===== src/rtl/alu_issue_unit_pkg.sv =====
// alu_issue_unit_pkg
// Shared definitions for the ALU issue unit and the ALU it drives:
//   - ALU opcode encodings (ALUOp)
//   - issue FSM state encoding
//   - instruction word layout and register index width
package alu_issue_unit_pkg;

  typedef enum logic [2:0] {
    ALU_MOV  = 3'b000,
    ALU_NOT  = 3'b001,
    ALU_ADD  = 3'b010,
    ALU_NOR  = 3'b011,
    ALU_SUB  = 3'b100,
    ALU_NAND = 3'b101,
    ALU_SLT  = 3'b110,
    ALU_AND  = 3'b111
  } alu_op_e;

  typedef enum logic [1:0] {
    S_IDLE  = 2'd0,
    S_ISSUE = 2'd1,
    S_WAIT  = 2'd2,
    S_WB    = 2'd3
  } issue_state_e;

  localparam int INSTR_W   = 12;
  localparam int REG_IDX_W = 3;

  localparam int OP_MSB = 11;
  localparam int OP_LSB = 9;
  localparam int RD_MSB = 8;
  localparam int RD_LSB = 6;
  localparam int RS_MSB = 5;
  localparam int RS_LSB = 3;
  localparam int RT_MSB = 2;
  localparam int RT_LSB = 0;

endpackage


===== src/rtl/alu_issue_unit_regs.sv =====
// issue_regs
// Architectural register array for the issue unit: two operand read ports,
// one write port and a debug read port. Register 0 always reads as zero and
// ignores writes. All read ports are combinational.
// Ports:
//   clk, rst                   clock, async active-high reset (clears all regs)
//   i_we, i_waddr, i_wdata     write port
//   i_raddr_a / o_rdata_a      operand A read port
//   i_raddr_b / o_rdata_b      operand B read port
//   i_raddr_dbg / o_rdata_dbg  debug read port
module issue_regs
  import alu_issue_unit_pkg::*;
#(
  parameter int N    = 32,
  parameter int REGS = 8
) (
  input  logic                 clk,
  input  logic                 rst,
  input  logic                 i_we,
  input  logic [REG_IDX_W-1:0] i_waddr,
  input  logic [N-1:0]         i_wdata,
  input  logic [REG_IDX_W-1:0] i_raddr_a,
  output logic [N-1:0]         o_rdata_a,
  input  logic [REG_IDX_W-1:0] i_raddr_b,
  output logic [N-1:0]         o_rdata_b,
  input  logic [REG_IDX_W-1:0] i_raddr_dbg,
  output logic [N-1:0]         o_rdata_dbg
);

  logic [N-1:0] r_mem [0:REGS-1];

  logic w_wr_ok;
  assign w_wr_ok = i_we && (i_waddr != '0) && (int'(i_waddr) < REGS);

  always_ff @(posedge clk or posedge rst) begin
    if (rst) begin
      for (int i = 0; i < REGS; i++) r_mem[i] <= '0;
    end else if (w_wr_ok) begin
      r_mem[i_waddr] <= i_wdata;
    end
  end

  // r0 and out-of-range indices read as zero regardless of array contents
  assign o_rdata_a   = ((i_raddr_a   == '0) || (int'(i_raddr_a)   >= REGS)) ? '0 : r_mem[i_raddr_a];
  assign o_rdata_b   = ((i_raddr_b   == '0) || (int'(i_raddr_b)   >= REGS)) ? '0 : r_mem[i_raddr_b];
  assign o_rdata_dbg = ((i_raddr_dbg == '0) || (int'(i_raddr_dbg) >= REGS)) ? '0 : r_mem[i_raddr_dbg];

endmodule


===== src/rtl/alu_issue_unit.sv =====
// alu_issue_unit
// Accepts one 12-bit instruction at a time, presents its operands and opcode
// to an external registered ALU, waits for the ALU output register, then
// writes the result back into the register array and latches the flags.
//
// state | meaning
// IDLE  | ready for a new instruction; operand outputs hold last issue
// ISSUE | operands/opcode presented to the ALU
// WAIT  | ALU output register captures the result
// WB    | result written to reg[rd], flags latched, done high
//
// Ports:
//   clk, rst                       clock, async active-high reset
//   instr_valid, instr, instr_ready instruction handshake ({op,rd,rs,rt})
//   R2, R3, ALUOp                  operand A/B and opcode to the ALU
//   R1, overflow, zero, carry      registered ALU result and flags
//   done                           one-cycle pulse during writeback
//   flags                          {overflow,zero,carry} from last writeback
//   dbg_sel, dbg_data              combinational register read
module alu_issue_unit
  import alu_issue_unit_pkg::*;
#(
  parameter int n    = 32,
  parameter int REGS = 8
) (
  input  logic               clk,
  input  logic               rst,
  input  logic               instr_valid,
  input  logic [INSTR_W-1:0] instr,
  output logic               instr_ready,
  output logic [n-1:0]       R2,
  output logic [n-1:0]       R3,
  output logic [2:0]         ALUOp,
  input  logic [n-1:0]       R1,
  input  logic               overflow,
  input  logic               zero,
  input  logic               carry,
  output logic               done,
  output logic [2:0]         flags,
  input  logic [2:0]         dbg_sel,
  output logic [n-1:0]       dbg_data
);

  issue_state_e         r_state;
  logic                 r_ready;
  logic                 r_done;
  logic [REG_IDX_W-1:0] r_rd;
  logic [n-1:0]         r_r2;
  logic [n-1:0]         r_r3;
  logic [2:0]           r_aluop;
  logic [2:0]           r_flags;

  logic [n-1:0] w_rs_data;
  logic [n-1:0] w_rt_data;
  logic         w_we;

  // Operands are read straight from the incoming word and registered on the
  // accepting edge, so rd==rs/rt naturally sees pre-writeback values.
  issue_regs #(
    .N    (n),
    .REGS (REGS)
  ) u_regs (
    .clk         (clk),
    .rst         (rst),
    .i_we        (w_we),
    .i_waddr     (r_rd),
    .i_wdata     (R1),
    .i_raddr_a   (instr[RS_MSB:RS_LSB]),
    .o_rdata_a   (w_rs_data),
    .i_raddr_b   (instr[RT_MSB:RT_LSB]),
    .o_rdata_b   (w_rt_data),
    .i_raddr_dbg (dbg_sel),
    .o_rdata_dbg (dbg_data)
  );

  assign w_we = (r_state == S_WB);

  always_ff @(posedge clk or posedge rst) begin
    if (rst) begin
      r_state <= S_IDLE;
      r_ready <= 1'b1;
      r_done  <= 1'b0;
      r_rd    <= '0;
      r_r2    <= '0;
      r_r3    <= '0;
      r_aluop <= ALU_MOV;
      r_flags <= '0;
    end else begin
      case (r_state)
        S_IDLE: begin
          if (instr_valid && r_ready) begin
            r_rd    <= instr[RD_MSB:RD_LSB];
            r_aluop <= instr[OP_MSB:OP_LSB];
            r_r2    <= w_rs_data;
            r_r3    <= w_rt_data;
            r_ready <= 1'b0;
            r_state <= S_ISSUE;
          end
        end
        S_ISSUE: begin
          r_state <= S_WAIT;
        end
        S_WAIT: begin
          r_done  <= 1'b1;
          r_state <= S_WB;
        end
        S_WB: begin
          r_done  <= 1'b0;
          r_flags <= {overflow, zero, carry};
          r_ready <= 1'b1;
          r_state <= S_IDLE;
        end
        default: begin
          r_done  <= 1'b0;
          r_ready <= 1'b1;
          r_state <= S_IDLE;
        end
      endcase
    end
  end

  assign instr_ready = r_ready;
  assign done        = r_done;
  assign R2          = r_r2;
  assign R3          = r_r3;
  assign ALUOp       = r_aluop;
  assign flags       = r_flags;

endmodule


===== config.mk =====
export PLATFORM = sky130hd
export DESIGN_NAME = alu_issue_unit
export DESIGN_NICKNAME = d
export VERILOG_FILES = /design/src/rtl/alu_issue_unit_pkg.sv /design/src/rtl/alu_issue_unit_regs.sv /design/src/rtl/alu_issue_unit.sv
export SDC_FILE = /design/constraint.sdc
export NUM_CORES = 1
export LEC_CHECK = 0
export CORE_AREA = 2 2 207 209
export DETAILED_ROUTE_END_ITERATION = 8
export DIE_AREA = 0 0 209 211
export PLACE_DENSITY = 0.59
export SYNTH_ARGS = -nofsm -noshare
export SYNTH_HDL_FRONTEND = slang
export SYNTH_SLANG_ARGS = --single-unit

===== constraint.sdc =====
create_clock -name clk -period 19.5 [get_ports clk]
set_input_delay 2.925 -clock clk [delete_from_list [all_inputs] [get_ports clk]]
set_output_delay 2.925 -clock clk [all_outputs]
set_load 0.01 [all_outputs]

== After elaboration in Yosys (flattened, before gate mapping) ==
Index checks and enable logic that the tools add are counted.
Widths: inputs -> output; s select.

* Register bits after elaboration: 333
* Bits in latches: 0
* Bits in writable memories: 0
* Memory bits (read-only): 0
* Output and inout bits: 104
* Memories kept: 0

* Add/sub/neg operators: 0
* Multiply operators: 0
* Div/mod/pow operators: 0
* $lt $le $gt $ge: 5
* Equality and inequality tests: 4
* Shift operators: 0
* Multiplexer cells: 20
* Bitwise operators: 4
* Reduce and logical (&&, ||, !) cells: 12

{| class="wikitable"
|+ Operators by type and width
! operator !! count
|-
| $mux 32 || 10
|-
| $bmux 32 s3 || 3
|-
| $bwmux 256 || 1
|-
| $demux 32 s3 || 1
|-
| $ge 4x4->1 const B || 4
|-
| $not 3->4 || 4
|-
| $logic_not 3->1 || 3
|-
| $pmux 2 s4 || 1
|-
| $eq 2x2->1 const B || 2
|-
| $lt 4x1->1 const B || 1
|-
| $pmux 1 s2 || 2
|-
| $reduce_and 2->1 || 2
|-
| $reduce_bool 2->1 || 2
|-
| $logic_and 1x1->1 || 3
|-
| $reduce_bool 3->1 || 1
|-
| $eq 2x1->1 const B || 1
|-
| $logic_not 2->1 || 1
|-
| $mux 2 || 1
|-
| $ne 2x2->1 const B || 1
|-
| $mux 1 || 1
|}

== Depth between registers and ports, before layout ==
* Word-level depth: 6
* Gate-level depth with buffers: 7

== By module ==
From an unflattened synthesis, not the netlist that was laid out.

* Cell total of the unflattened synthesis: 1246
* Area total of the unflattened synthesis: 17133.9 µm²

{| class="wikitable"
|+ By module, submodules not included
! module !! instances !! cells each !! area an instance (µm²)
|-
| issue_regs || 1 || 1071 || 14106.0
|-
| alu_issue_unit || 1 || 175 || 3027.9
|}

== Least setup slack after synthesis ==
Ideal clock, no wire load.

* Kind: input to output
* Start point: input port dbg_sel[0]
* End point: output port dbg_data[31]
* Data arrival time: 3995 ps
* Path slack: 12580 ps
* Stages on the path: 5
* Path through: buf_4 > buf_4 > mux4_2 > nand2_1 > o21ai_0

* Word-level cells in the longest chain between the ends: 5
* Elaborated cells between the ends (all ways): 6

{| class="wikitable"
|+ Ends and longest elaborated chain
! element !! line !! text
|-
| from (decl) || alu_issue_unit.sv:40 || <nowiki>input logic [2:0] dbg_sel,</nowiki>
|-
| $not 3->4 (implied by the code) || alu_issue_unit_regs.sv:46 || <nowiki>assign o_rdata_dbg = ((i_raddr_dbg == '0) || (int'(i_raddr_dbg) >= REGS)) ? '0 : r_mem[i_raddr_dbg];</nowiki>
|-
| $bmux 32 s3 || alu_issue_unit_regs.sv:46 ||
|-
| $mux 32 (implied by the code) (2 in a row) || alu_issue_unit_regs.sv:46 ||
|-
| $mux 32 * || alu_issue_unit_regs.sv:46 ||
|-
| to (decl) || alu_issue_unit.sv:41 || <nowiki>output logic [n-1:0] dbg_data</nowiki>
|}

Every way passes the cells marked *; elsewhere a longest branch is shown, timed or not. The select of a mux whose other input is x is not followed.

== Final worst setup path ==
* Start point: input port dbg_sel[1]
* End point: output port dbg_data[21]

The elaborated chain is that of the path after synthesis.

==> impl_metrics.yaml <==
worst_setup_path:
  critPathKind: "primary input to output port"
  cpMaxStageDelayCell: "clkdlybuf4s50_1"
  crit_path_end_kind: "output port"
  crit_chain: "buf_4 > nor2b_4 > buf_4 > a221oi_1 > a21oi_1 > clkdlybuf4s50_1"
  cpLargestDelayFamily: "buffers and inverters"
  r2r_cells: 7
  cp_max_fo: 30
  r2r_setup_slack_ns: 17.07
  critPathBufInv: 3
  arrival_ns: 5.49
  r2r-start: "r_state[0]$_DFFE_PP0P_"
  worstSetupStartpointType: "primary input"
  worst_path_largest_cell_delay_ns: 0.60
  timing.rr.end: "R2[18]$_DFFE_PP0P_"
  worstPathRequired_ns: 16.57
  cpMostUsedCell: "buf_4"
synthesis:
  yosysWarnings: 0
  syn_avg_cell_area_um2: 12.7
  synth_area_um2: 16600
  postSynthCellCount: 1313
  ys.flop_type: "dfrtp_1"
  synth-seq-cells: 301
  yosysUniqueCellTypes: 39
  synth_edf_count: 0
  syn_nets: 1370
  synth.yosys.seq_area_share_pct: 45.3
  async_flop_share_pct: 100
power:
  pwr-share-seq_pct: 43.7
  p_per_area_nw_per_um2: 76.2
  ir_drop_mv: 0.0539
  internal-power_mw: 1.12
  comb_power_share_pct: 11.3
  p_clk_share_pct: 45.0
  power.switching_uw: 376
  power.total_mw: 1.49
  leakage_nw: 8.52
  swShare_pct: 25.2
clock_network:
  post_cts_buffers: 0
  ctsResizeCount: 0
  hold_buffers: 0
  cts_sinks: 301
  worstSkewPairLatency_ns: 0.54
  clkTransAtPathRegs_ns: 0.06
  cts_tree: "built"
  cts_max_level: 2
  root_buffer: "clkbuf_16"
  cts.path.max_buffers: 3
  cts_buffers: 36
grt:
  gr-usage-all-layers_pct: 24.1
  antenna_found_initial: 0
  grt_pass1_wl_mm: 80.1
  grt_pass1_vias: 12700
  overflow: 0
  grt_max_degree: 164
placement:
  dp_hpwl_mm: 29.1
  port_buffers: 156
  routabilityCongestion: 0.797
  place_area_um2: 18400
floorplanning:
  ios: 157
  core_area_um2: 41800
  fp.dieH_um: 211
  start_util_pct: 39.8
  core.rowCount: 75
  dieWidth_um: 209
  dieArea_um2: 44100
cells_and_area:
  multi_input_area_um2: 8320
  area_growth_pct: 17.8
  nets: 1472
  diodes: 0
  seqCellArea_um2: 7530
  final_common_cell: "mux2_2"
  fillCellCount: 3807
  layout_common_cells: "mux2_2 (309), dfrtp_1 (300), clkdlybuf4s50_1 (147)"
  drive_gt1_share_pct: 31.3
  post-route-cell-area_um2: 19600
timing:
  setup_viol: 0
  hold_viol: 0
  rsz0062_at_grt: "false"
  skew_ns: 0.0115
  fin_setup_tns_ns: 0
  fin_crit_ns: 8.42
  slew_viol_final: 0
  slew-limit-headroom_pct: 17.8
  tightest_slew_ns: 1.23
  fmax_mhz: 119
  finalCritPeriodShare_pct: 43.2
worst_hold_path:
  whs_path_depth: 2
  hp-class: "flop to flop"
  min_to: "R3[18]$_DFFE_PP0P_"
  hold_start: "R3[18]$_DFFE_PP0P_"
outcome:
  outcome: "complete, no violations"
drt:
  drt_iter0_markers: 844
  vias_per_cell: 6.08
  wl_mm: 52.5
  vias: 12000
  drc_errors: 0
  first_pass_iters: 5
  wl_per_cell_um: 26.6
  ant_nets: 0
run:
  drv_cap: 0
## how the worst max path moves through the flow
stage | slack (ns) | cells after the start | to | startpoint
detailed placement | 11.14 | 6 | dbg_data[31] | dbg_sel[0]
floorplan | 8.26 | 1 | ALUOp[0]$_DFFE_PP0P_ | rst
CTS | 11.14 | 6 | dbg_data[31] | dbg_sel[0]
finish | 11.08 | 6 | dbg_data[21] | dbg_sel[1]
global route | 11.02 | 6 | dbg_data[6] | dbg_sel[0]
global placement | 11.14 | 6 | dbg_data[31] | dbg_sel[0]
## layer usage
layer,wire length [um],vias to the layer above,part of all wire [%],GRT usage [%]
met5,0,-,0,0
met4,1680,0,3.2,9.01
met3,2870,107,5.5,3.64
met2,25000,412,48,39.5
met1,22900,6275,44,32.5
li1,-,5224,-,-
## cell type report
type / instances / area share (%)
Clock buffer: 52 / 5.22
Timing Repair Buffer: 185 / 8.98
Clock inverter: 8 / 0.633
Inverter: 35 / 0.710
Sequential cell: 301 / 38.5
Multi-Input combinational cell: 856 / 42.5
Tap cell: 539 / 3.45
## power by group through the flow
stage	clock network (mW)	registers, mW	logic (mW)
global route	0.711	0.654	0.181
global placement	0	0.663	0.167
detailed placement	0	0.663	0.169
finish	0.670	0.652	0.168
CTS	0.686	0.652	0.169
floorplan	0	0.659	0.108
## worst register-to-register path: stages (launching register included)
cell and delay, ns:
dfrtp_1 0.38, inv_1 0.13, ha_1 0.27, nand2_1 0.14, nor2_4 0.10, buf_4 0.66
o221ai_1 0.41, o22a_1 0.23
## Yosys cell counts, types with 2 or more instances
master	n	area share, %
mux4_2	34	4.6
a22oi_1	32	1.4
mux2_4	8	0.72
buf_2	42	1.3
nand2b_1	2	0.075
nor2b_2	2	0.11
mux2_1	5	0.34
inv_1	35	0.79
mux2_2	309	21
nor2b_1	3	0.11
a221o_1	30	1.8
nand4b_1	3	0.16
nor2_1	35	0.79
dfrtp_1	300	45
o21ai_1	32	0.96
ha_1	4	0.30
o22a_1	32	1.7
clkbuf_2	2	0.060
a221oi_1	61	3.2
clkbuf_1	37	0.84
nand2_1	57	1.3
nor4bb_1	2	0.12
buf_4	17	0.77
o221ai_1	32	1.7
buf_1	6	0.14
mux2i_1	130	7.8
a21oi_1	34	1.0
buf_6	16	1.1
## kinds of logic (layout without fill, tap and decap cells)
logic type,count (synthesis),count (layout),synth area share (%)
mux,486,486,34.5
flops,301,301,45.3
compound gates,256,256,12.0
buf+inv,156,280,5.03
simple gates,110,110,2.88
fa+ha+maj,4,4,0.301
## state kept, by name, summed over array words and instances, names as in the netlist
register / cells
u_regs.r_mem: 224
done: 1
r_rd: 3
flags: 3
ALUOp: 3
instr_ready: 1
R2: 32
r_state: 2
R3: 32
## metrics by stage
step                cells  hold WS, ns  utilization, %  setup slack [ns]
floorplan            1313        0.491               -              8.26
global placement     1916        0.463            44.1             11.14
detailed placement   1916        0.468            44.1             11.14
CTS                  1976        0.483            46.9             11.14
global route         1976        0.510            46.9             11.02
finish               1976        0.480            46.9             11.08
No activity file was read; power rests on OpenSTA's default activity.
